## config.mk

```make
export PLATFORM = sky130hd
export DESIGN_NAME = ppa_mp_add_seq_flat
export DESIGN_NICKNAME = d
export VERILOG_FILES = /design/src/rtl/ppa_mp_pkg.sv /design/src/rtl/ppa_mp_add_seq_if.sv /design/src/rtl/PPA_Sklansky_16bit.sv /design/src/rtl/ppa_mp_add_seq.sv /design/src/flat_wrapper.sv
export SDC_FILE = /design/constraint.sdc
export NUM_CORES = 1
export LEC_CHECK = 0
export CAP_MARGIN = 20
export CORE_MARGIN = 3
export CORE_UTILIZATION = 52
export CTS_CLUSTER_SIZE = 24
export DETAILED_ROUTE_END_ITERATION = 10
export PLACE_DENSITY = 0.84
export SKIP_CTS_REPAIR_TIMING = 1
export SYNTH_ARGS = -nofsm -noshare
export SYNTH_HDL_FRONTEND = slang
export SYNTH_SLANG_ARGS = --single-unit
```

## constraint.sdc

```tcl
create_clock -name clk -period 7.8 [get_ports clk]
set_clock_uncertainty 0.15 [all_clocks]
set_input_delay 1.56 -clock clk [delete_from_list [all_inputs] [get_ports clk]]
set_output_delay 1.56 -clock clk [all_outputs]
set_load 0.01 [all_outputs]
```

## src/rtl/ppa_mp_pkg.sv

```systemverilog
// Shared types, widths and helpers for the multi-precision add/subtract sequencer.
package ppa_mp_pkg;

  localparam int unsigned WORD_W = 16;

  typedef enum logic [1:0] {
    IDLE  = 2'd0,
    RUN   = 2'd1,
    DRAIN = 2'd2
  } state_e;

  // A zero word count runs one word; oversized counts saturate at the maximum.
  function automatic int unsigned clamp_words(input int unsigned words,
                                              input int unsigned max_words);
    if (words == 0) begin
      return 1;
    end else if (words > max_words) begin
      return max_words;
    end else begin
      return words;
    end
  endfunction

endpackage

```

## src/rtl/ppa_mp_add_seq_if.sv

```systemverilog
// Command, operand and result handshakes of the multi-precision add/subtract sequencer.
interface ppa_mp_add_seq_if #(
  parameter int unsigned WIDTH = 16,
  parameter int unsigned CNT_W = 5
);
  logic             cmd_valid;
  logic             cmd_ready;
  logic [CNT_W-1:0] cmd_words;
  logic             cmd_sub;
  logic             cmd_cin;
  logic             abort;
  logic             in_valid;
  logic             in_ready;
  logic [WIDTH-1:0] in_a;
  logic [WIDTH-1:0] in_b;
  logic             out_valid;
  logic             out_ready;
  logic [WIDTH-1:0] out_sum;
  logic             out_last;
  logic             out_cout;
  logic             out_ovf;

  modport master (
    output cmd_valid, cmd_words, cmd_sub, cmd_cin, abort,
    output in_valid, in_a, in_b, out_ready,
    input  cmd_ready, in_ready, out_valid, out_sum, out_last, out_cout, out_ovf
  );

  modport slave (
    input  cmd_valid, cmd_words, cmd_sub, cmd_cin, abort,
    input  in_valid, in_a, in_b, out_ready,
    output cmd_ready, in_ready, out_valid, out_sum, out_last, out_cout, out_ovf
  );
endinterface

```

## src/rtl/PPA_Sklansky_16bit.sv

```systemverilog
// 16-bit Sklansky parallel-prefix adder with carry in; purely combinational.
module PPA_Sklansky_16bit (
  input  logic [15:0] a,
  input  logic [15:0] b,
  input  logic        cin,
  output logic [15:0] sum,
  output logic        cout
);

  // One prefix level: bits with bit l of their index set absorb the group just below them.
  function automatic logic [31:0] sk_level(input logic [15:0] g, input logic [15:0] p,
                                           input int l);
    logic [15:0] gn;
    logic [15:0] pn;
    int          j;
    gn = g;
    pn = p;
    for (int i = 0; i < 16; i++) begin
      if (((i >> l) & 1) == 1) begin
        j     = ((i >> l) << l) - 1;
        gn[i] = g[i] | (p[i] & g[j]);
        pn[i] = p[i] & p[j];
      end
    end
    return {gn, pn};
  endfunction

  logic [15:0] g0, p0, g1, p1, g2, p2, g3, p3, g4, p4;
  logic [15:0] gc;

  assign g0 = a & b;
  assign p0 = a ^ b;
  assign {g1, p1} = sk_level(g0, p0, 0);
  assign {g2, p2} = sk_level(g1, p1, 1);
  assign {g3, p3} = sk_level(g2, p2, 2);
  assign {g4, p4} = sk_level(g3, p3, 3);

  // gc[i] is the carry out of bit i with the incoming carry folded in.
  assign gc   = g4 | (p4 & {16{cin}});
  assign sum  = p0 ^ {gc[14:0], cin};
  assign cout = gc[15];

endmodule

```

## src/rtl/ppa_mp_add_seq.sv

```systemverilog
// Streams N-word operand pairs through one Sklansky adder, chaining carry between words.
module ppa_mp_add_seq
  import ppa_mp_pkg::*;
#(
  parameter int unsigned WIDTH     = WORD_W,
  parameter int unsigned MAX_WORDS = 16,
  parameter int unsigned CNT_W     = $clog2(MAX_WORDS + 1)
) (
  input logic            clk,
  input logic            rst_n,
  ppa_mp_add_seq_if.slave bus
);

  localparam logic [1:0] ST_IDLE  = IDLE;
  localparam logic [1:0] ST_RUN   = RUN;
  localparam logic [1:0] ST_DRAIN = DRAIN;

  logic [1:0]       state_q, state_d;
  logic             sub_q;
  logic [CNT_W-1:0] words_q;
  logic [CNT_W-1:0] count_q;
  logic             carry_q;
  logic             out_valid_q;
  logic [WIDTH-1:0] out_sum_q;
  logic             out_last_q;
  logic             out_cout_q;
  logic             out_ovf_q;

  logic             cmd_fire;
  logic             in_fire;
  logic             out_fire;
  logic             is_last;
  logic [CNT_W-1:0] words_clamped;
  logic [WIDTH-1:0] b_eff;
  logic [WIDTH-1:0] add_sum;
  logic             add_cout;
  logic             add_ovf;

  assign bus.cmd_ready = (state_q == ST_IDLE);
  assign bus.in_ready  = (state_q == ST_RUN) && (!out_valid_q || bus.out_ready);
  assign bus.out_valid = out_valid_q;
  assign bus.out_sum   = out_sum_q;
  assign bus.out_last  = out_last_q;
  assign bus.out_cout  = out_cout_q;
  assign bus.out_ovf   = out_ovf_q;

  // abort suppresses operand and result transfers; a command in IDLE is unaffected.
  assign cmd_fire = bus.cmd_valid && bus.cmd_ready;
  assign in_fire  = bus.in_valid && bus.in_ready && !bus.abort;
  assign out_fire = out_valid_q && bus.out_ready && !bus.abort;

  assign words_clamped = CNT_W'(clamp_words(32'(bus.cmd_words), MAX_WORDS));
  assign is_last       = (count_q == words_q - CNT_W'(1));

  assign b_eff   = sub_q ? ~bus.in_b : bus.in_b;
  assign add_ovf = (bus.in_a[WIDTH-1] == b_eff[WIDTH-1]) &&
                   (add_sum[WIDTH-1] != bus.in_a[WIDTH-1]);

  PPA_Sklansky_16bit u_adder (
    .a    (bus.in_a),
    .b    (b_eff),
    .cin  (carry_q),
    .sum  (add_sum),
    .cout (add_cout)
  );

  always_comb begin
    state_d = state_q;
    case (state_q)
      ST_IDLE:  if (cmd_fire) state_d = ST_RUN;
      ST_RUN:   if (in_fire && is_last) state_d = ST_DRAIN;
      ST_DRAIN: if (out_fire && out_last_q) state_d = ST_IDLE;
      default:  state_d = ST_IDLE;
    endcase
    if (bus.abort && (state_q != ST_IDLE)) begin
      state_d = ST_IDLE;
    end
  end

  always_ff @(posedge clk or negedge rst_n) begin
    if (!rst_n) begin
      state_q <= ST_IDLE;
      sub_q   <= 1'b0;
      words_q <= CNT_W'(1);
      count_q <= '0;
      carry_q <= 1'b0;
    end else begin
      state_q <= state_d;
      if (cmd_fire) begin
        sub_q   <= bus.cmd_sub;
        words_q <= words_clamped;
        carry_q <= bus.cmd_cin ^ bus.cmd_sub;
        count_q <= '0;
      end else if (in_fire) begin
        carry_q <= add_cout;
        count_q <= count_q + CNT_W'(1);
      end
    end
  end

  // One-deep result register; a simultaneous in and out fire reloads it.
  always_ff @(posedge clk or negedge rst_n) begin
    if (!rst_n) begin
      out_valid_q <= 1'b0;
      out_sum_q   <= '0;
      out_last_q  <= 1'b0;
      out_cout_q  <= 1'b0;
      out_ovf_q   <= 1'b0;
    end else if (bus.abort) begin
      out_valid_q <= 1'b0;
      out_last_q  <= 1'b0;
    end else if (in_fire) begin
      out_valid_q <= 1'b1;
      out_sum_q   <= add_sum;
      out_last_q  <= is_last;
      out_cout_q  <= is_last && add_cout;
      out_ovf_q   <= is_last && add_ovf;
    end else if (out_fire) begin
      out_valid_q <= 1'b0;
    end
  end

endmodule
```

## src/flat_wrapper.sv

```systemverilog
// flat-port wrapper written by rule: the top's interface ports become plain ports
module ppa_mp_add_seq_flat import ppa_mp_pkg::*;
#(
  parameter int unsigned WIDTH     = WORD_W,
  parameter int unsigned MAX_WORDS = 16,
  parameter int unsigned CNT_W     = $clog2(MAX_WORDS + 1)
)
  (clk, rst_n, bus_cmd_valid, bus_cmd_words, bus_cmd_sub, bus_cmd_cin, bus_abort, bus_in_valid, bus_in_a, bus_in_b, bus_out_ready, bus_cmd_ready, bus_in_ready, bus_out_valid, bus_out_sum, bus_out_last, bus_out_cout, bus_out_ovf);
  ppa_mp_add_seq_if #(.WIDTH(WIDTH), .CNT_W(CNT_W)) bus_i ();
  input logic clk;
  input logic rst_n;
  input wire logic [$bits(bus_i.cmd_valid)-1:0] bus_cmd_valid;
  input wire logic [$bits(bus_i.cmd_words)-1:0] bus_cmd_words;
  input wire logic [$bits(bus_i.cmd_sub)-1:0] bus_cmd_sub;
  input wire logic [$bits(bus_i.cmd_cin)-1:0] bus_cmd_cin;
  input wire logic [$bits(bus_i.abort)-1:0] bus_abort;
  input wire logic [$bits(bus_i.in_valid)-1:0] bus_in_valid;
  input wire logic [$bits(bus_i.in_a)-1:0] bus_in_a;
  input wire logic [$bits(bus_i.in_b)-1:0] bus_in_b;
  input wire logic [$bits(bus_i.out_ready)-1:0] bus_out_ready;
  output wire logic [$bits(bus_i.cmd_ready)-1:0] bus_cmd_ready;
  output wire logic [$bits(bus_i.in_ready)-1:0] bus_in_ready;
  output wire logic [$bits(bus_i.out_valid)-1:0] bus_out_valid;
  output wire logic [$bits(bus_i.out_sum)-1:0] bus_out_sum;
  output wire logic [$bits(bus_i.out_last)-1:0] bus_out_last;
  output wire logic [$bits(bus_i.out_cout)-1:0] bus_out_cout;
  output wire logic [$bits(bus_i.out_ovf)-1:0] bus_out_ovf;
  assign bus_i.cmd_valid = bus_cmd_valid;
  assign bus_i.cmd_words = bus_cmd_words;
  assign bus_i.cmd_sub = bus_cmd_sub;
  assign bus_i.cmd_cin = bus_cmd_cin;
  assign bus_i.abort = bus_abort;
  assign bus_i.in_valid = bus_in_valid;
  assign bus_i.in_a = bus_in_a;
  assign bus_i.in_b = bus_in_b;
  assign bus_i.out_ready = bus_out_ready;
  assign bus_cmd_ready = bus_i.cmd_ready;
  assign bus_in_ready = bus_i.in_ready;
  assign bus_out_valid = bus_i.out_valid;
  assign bus_out_sum = bus_i.out_sum;
  assign bus_out_last = bus_i.out_last;
  assign bus_out_cout = bus_i.out_cout;
  assign bus_out_ovf = bus_i.out_ovf;
  ppa_mp_add_seq #(.WIDTH(WIDTH), .MAX_WORDS(MAX_WORDS), .CNT_W(CNT_W)) u_core (.clk(clk), .rst_n(rst_n), .bus(bus_i));
endmodule
```

==> results of run 1 <==
-- cell type report --
type,count,area [um^2],area share
Sequential cell,34,852,0.270
Inverter,7,26.3,0.00832
Clock inverter,1,5.00,0.00158
Timing Repair Buffer,67,668,0.212
Tap cell,50,62.6,0.0198
Multi-Input combinational cell,213,1460,0.462
Clock buffer,7,86.3,0.0273
-- cell families after synthesis --
kind of cell,after synthesis,share of synthesized area
AOI/OAI and AO/OA,54,0.158
xor gates and xnor gates,38,0.140
adders and majority gates,19,0.103
buffers and inverters,16,0.0269
DFF,34,0.359
and+or+nand+nor,102,0.212
-- metal layers --
metal	track usage	part of all wire	wire length, um	up-vias
li1	-	-	-	1068
met1	0.285	0.41	2310	1025
met2	0.369	0.50	2800	81
met3	0.0547	0.066	368	15
met4	0.0765	0.021	119	0
met5	0	0	0	-
-- registers in the layout, summed over array words and instances (netlist names) --
name / count
u_core.bus.out_sum: 16
u_core.count_q: 5
u_core.words_q: 5
u_core.state_q: 2
u_core.bus.out_cout: 1
u_core.bus.out_last: 1
u_core.bus.out_ovf: 1
u_core.bus.out_valid: 1
u_core.carry_q: 1
u_core.sub_q: 1
-- power groups by stage --
| stage | logic [mW] | clock network, mW | registers (mW) |
|---|---|---|---|
| 5_1_grt | 0.481 | 0.145 | 0.281 |
| 4_1_cts | 0.435 | 0.136 | 0.275 |
| 6_report | 0.433 | 0.133 | 0.274 |
| 2_1_floorplan | 0.253 | 0 | 0.281 |
| 3_3_place_gp | 0.416 | 0 | 0.275 |
| 3_5_place_dp | 0.432 | 0 | 0.277 |
-- worst max path at each step --
stage / slack (ns) / to
2_1_floorplan: 4.18 / bus_in_ready
3_3_place_gp: 3.25 / bus_in_ready
3_5_place_dp: 3.23 / bus_in_ready
4_1_cts: 3.22 / bus_in_ready
5_1_grt: 3.17 / bus_in_ready
6_report: 3.22 / bus_in_ready
-- worst register-to-register path: stages, from the launching register on --
cell,delay [ns]
dfrtp_1,0.90
xor2_1,0.16
ha_1,0.36
and2_4,0.19
a221o_1,0.37
o2111ai_1,0.30
a31oi_2,0.21
a21oi_1,0.27
a221oi_2,0.09
-- stage by stage --
step	area, um^2	hold slack [ns]
5_1_grt	3160	0.367
3_3_place_gp	3070	0.307
6_report	3160	0.324
3_5_place_dp	3070	0.312
2_1_floorplan	2370	0.317
4_1_cts	3160	0.328
-- synthesized netlist by cell type, types with 2 or more instances --
| cell type | instances |
|---|---|
| inv_1 | 7 |
| xor2_1 | 22 |
| ha_1 | 18 |
| nor3_1 | 5 |
| o21ai_0 | 16 |
| o31ai_1 | 4 |
| xnor2_1 | 16 |
| clkbuf_1 | 6 |
| nand3_1 | 10 |
| buf_2 | 3 |
| or2_2 | 2 |
| and3_1 | 3 |
| nand2_1 | 43 |
| o211ai_1 | 2 |
| or3_1 | 2 |
| nor2_1 | 13 |
| dfrtp_1 | 33 |
| nor3b_1 | 4 |
| a211oi_1 | 3 |
| o21a_1 | 2 |
| nand4_1 | 5 |
| nand3b_1 | 6 |
| a21oi_1 | 9 |
| a21o_1 | 2 |
==> results.yml, run 1 <==
place:
  preCtsSetupSlack_ns: 3.23
  io_buffers: 66
  dp_hpwl_um: 4280
  dp.cells: 371
  gp_congestion: 0.936
worst_setup_path:
  critPathKind: "in -> out"
  path_max_fanout: 3
  start_kind: "input port"
  cp.buffers_inverters: 2
  worstRegToRegCells: 8
  cp.required_ns: 6.09
  reg2reg_from: "u_core.sub_q"
  cp.arrival_ns: 2.87
  r2r_slack_ns: 4.64
  cp-end-kind: "output pin"
  cpMaxStageDelayCell: "clkdlybuf4s50_1"
  cp_common_cell: "clkdlybuf4s50_1"
  cp.depth: 4
  r2r-end: "u_core.carry_q"
  crit_start: "bus_out_ready"
  critical-path-top-delay-family: "buffers and inverters"
  cpPeakStageDelay_ns: 0.53
  crit_chain: "clkdlybuf4s50_1 > nand2b_1 > and3b_1 > clkdlybuf4s50_1"
final_layout:
  final_cell_mix: "66 x clkdlybuf4s50_1, 43 x nand2_1, 33 x dfrtp_1"
  fin_util: 0.752
  syn2layout_area_growth_pct: 33.1
  fillers: 332
  num_antenna_cells: 0
  layout_commonest_cell: "clkdlybuf4s50_1"
  drive_gt1_frac: 0.0547
  instances_no_fill: 379
  nNetsFinal: 392
die:
  core_region_area_um2: 4200
  die_x_um: 73.6
  boundaryPins: 67
  start_util: 0.565
  std_cell_rows: 23
  die_area_um2: 5410
  die_y_um: 73.6
min_path:
  worst_hold_path.endpoint: "u_core.bus.out_sum[0]"
  hp-start: "u_core.bus.out_sum[0]"
  hold_depth: 2
  min_path_type: "reg -> reg"
route:
  drtPass1Iterations: 4
  drtIter0Drc: 126
  remaining_drc_errors: 0
  num_vias: 2189
  viasPerCell: 5.78
  drtAntennaViolNets: 0
  finalWirelength_um: 5590
  wl_per_cell_um: 14.7
grt:
  grt_overflow_total: 0
  antenna_found_initial: 0
  grt_pass1_vias: 2080
  grt_max_degree: 35
  grt_usage: 0.224
  grt_pass1_wl_um: 9470
outcome:
  status: "finished, final reports clean"
cts:
  cts_num_sinks: 34
  clk_pin_slew_ns: 0.07
  cts_tree: "done"
  cts_made_buffers: 5
  cts_root_buf: "clkbuf_8"
  cts_max_level: 2
  clk_latency_ns: 0.28
  cts.path.max_buffers: 2
timing:
  slew-limit-headroom: 0.330
  worst_slew_pin_slew_ns: 1.00
  final.setup.tns_ns: 0
  setup_ws_ns: 3.22
  min_period_over_period: 0.587
  rsz0062_at_grt: "false"
  hold_viol: 0
  min_period_ns: 4.58
  fmax_ghz: 0.218
  setup_viol: 0
  slew_violations: 0
power_and_ir_drop:
  finalPower_mw: 0.840
  switching_share: 0.377
  powerDensity_nw_per_um2: 266
  p_switching_mw: 0.317
  leakage_nw: 1.38
  p_seq_frac: 0.326
  p_int_mw: 0.523
  ir_drop_v: 0.000136
  p_comb_frac: 0.515
  clkPwrFrac: 0.158
synth:
  synthCells: 263
  async_reset_ff_frac: 1.00
  synth_area_um2: 2370
  yosysWarningCount: 0
  synth_nets: 327
  synth-edff-count: 0
  synth_cell_types: 51
  synth_area_leader_cell: "dfrtp_1"
  ys_ff_latch: 34
  yosysSeqAreaShare: 0.359
  synthTopCellsByArea: "dfrtp_1 35%, ha_1 9.5%, xor2_1 8.1%"
  synth_flop_cell: "dfrtp_1"
  synth_top_area_frac: 0.348
  syn_avg_cell_area_um2: 9.02
job:
  drv_cap: 0
No activity file was read; power rests on OpenSTA's default activity.
==> run 2, diff against run 1 <==
CORE_UTILIZATION = 48   (was 52)
PLACE_DENSITY = 0.78   (was 0.84)
clock period = 4.3 ns   (was 7.8 ns; I/O delays follow)
==> results.yml, run 2 (synthesis gave the netlist of run 1 again) <==
outcome:
  status: "finished, final reports clean"
min_path:
  min_path_type: "reg -> reg"
place:
  gp_congestion: 0.848
  io_buffers: 66
  dp_hpwl_um: 4160
worst_setup_path:
  cp.required_ns: 4.34
  cp.arrival_ns: 3.25
  cpPeakStageDelay_ns: 0.42
  cpMaxStageDelayCell: "clkdlybuf4s50_1"
  cp.buffers_inverters: 1
  critPathKind: "in -> reg"
  start_kind: "input port"
  cp-end-kind: "register"
  critical-path-top-delay-family: "compound AO/OA/AOI/OAI gates"
  crit_chain: "clkdlybuf4s50_1 > xor2_1 > ha_1 > and2_4 > a221o_1 > o2111ai_1 > a31oi_2 > xnor2_1 > o31ai_1"
  path_max_fanout: 4
die:
  core_region_area_um2: 4560
  die_y_um: 76.3
  std_cell_rows: 24
  boundaryPins: 67
  start_util: 0.520
  die_x_um: 76.3
  die_area_um2: 5820
final_layout:
  fillers: 385
  seqCellArea_um2: 852
  layout_commonest_cell: "clkdlybuf4s50_1"
  syn2layout_area_growth_pct: 34.3
  largest_reg_flops: 16
  final_cell_mix: "66 x clkdlybuf4s50_1, 43 x nand2_1, 33 x dfrtp_1"
  drive_gt1_frac: 0.0606
  num_antenna_cells: 0
  nNetsFinal: 393
  multi_input_area_um2: 1460
route:
  num_vias: 2119
  drtAntennaViolNets: 0
  wl_per_cell_um: 13.9
  drtIter0Drc: 126
  drtPass1Iterations: 4
  remaining_drc_errors: 0
  viasPerCell: 5.36
  finalWirelength_um: 5500
grt:
  grt_overflow_total: 0
  grt_pass1_vias: 2043
  grt_max_degree: 35
  antenna_found_initial: 0
  grt_usage: 0.198
  grt_pass1_wl_um: 9470
cts:
  cts.path.max_buffers: 2
  cts_made_buffers: 5
  clk_pin_slew_ns: 0.07
  cts_num_sinks: 34
  cts_max_level: 2
  cts_tree: "done"
  cts_root_buf: "clkbuf_8"
  clk_latency_ns: 0.29
power_and_ir_drop:
  p_seq_frac: 0.322
  powerDensity_nw_per_um2: 479
  leakage_nw: 1.38
  p_switching_mw: 0.579
  p_comb_frac: 0.513
  ir_drop_v: 0.000254
  switching_share: 0.379
  clkPwrFrac: 0.165
  finalPower_mw: 1.53
  p_int_mw: 0.949
timing:
  hold_viol: 0
  final.setup.tns_ns: 0
  worst_slew_pin_slew_ns: 0.894
  slew_violations: 0
  setup_viol: 0
  min_period_ns: 3.21
  fmax_ghz: 0.311
  min_period_over_period: 0.748
  slew-limit-headroom: 0.404
  whs_ns: 0.326
  rsz0062_at_grt: "false"
job:
  drv_cap: 0
## run 2: power groups by stage
stage | Clock [mW] | Combinational (mW) | Sequential [mW]
2_1_floorplan | 0 | 0.459 | 0.510
3_3_place_gp | 0 | 0.764 | 0.498
3_5_place_dp | 0 | 0.783 | 0.497
4_1_cts | 0.257 | 0.786 | 0.492
5_1_grt | 0.273 | 0.873 | 0.506
6_report | 0.252 | 0.784 | 0.492
## run 2: worst paths after layout
| check | from | end | depth (start not counted) | slack [ns] |
|---|---|---|---|---|
| setup / recovery | bus_in_b[2] | u_core.bus.out_ovf | 9 | 1.09 |
| hold / removal | u_core.bus.out_sum[3] | u_core.bus.out_sum[3] | 2 | 0.33 |
| setup reg to reg | u_core.sub_q | u_core.bus.out_ovf | 8 | 1.14 |
| hold reg to reg | u_core.bus.out_sum[3] | u_core.bus.out_sum[3] | 2 | 0.33 |
| max in group asynchronous | rst_n | u_core.words_q[0] | 2 | 2.83 |
| min in group asynchronous | rst_n | u_core.words_q[4] | 2 | 0.83 |
## run 2: metrics by stage
step | cells | utilization | setup WS [ns] | area, um^2
after global placement | 387 | 0.678 | 0.899 | 3090
after CTS | 395 | 0.698 | 1.09 | 3190
after floorplan | 263 | - | 1.46 | 2370
final | 395 | 0.698 | 1.09 | 3190
after global routing | 395 | 0.698 | 0.922 | 3190
after detailed placement | 387 | 0.678 | 0.794 | 3090
## run 2: worst register-to-register path, stage by stage, from the launching register on
cell	delay, ns
dfrtp_1	0.93
xor2_1	0.16
ha_1	0.35
and2_4	0.18
a221o_1	0.37
o2111ai_1	0.29
a31oi_2	0.19
xnor2_1	0.18
o31ai_1	0.26
## run 2: metal layers
| metal | global-route usage | vias to the layer above | wire length, um |
|---|---|---|---|
| li1 | - | 1065 | - |
| met4 | 0.0598 | 0 | 72 |
| met2 | 0.327 | 58 | 2640 |
| met1 | 0.260 | 990 | 2550 |
| met3 | 0.0426 | 6 | 235 |
| met5 | 0 | - | 0 |
## run 2: final cells by class
type | instances | share of cell area
Timing Repair Buffer | 68 | 0.212
Clock buffer | 6 | 0.0259
Multi-Input combinational cell | 213 | 0.457
Clock inverter | 2 | 0.00392
Tap cell | 65 | 0.0255
Inverter | 7 | 0.00824
Sequential cell | 34 | 0.267
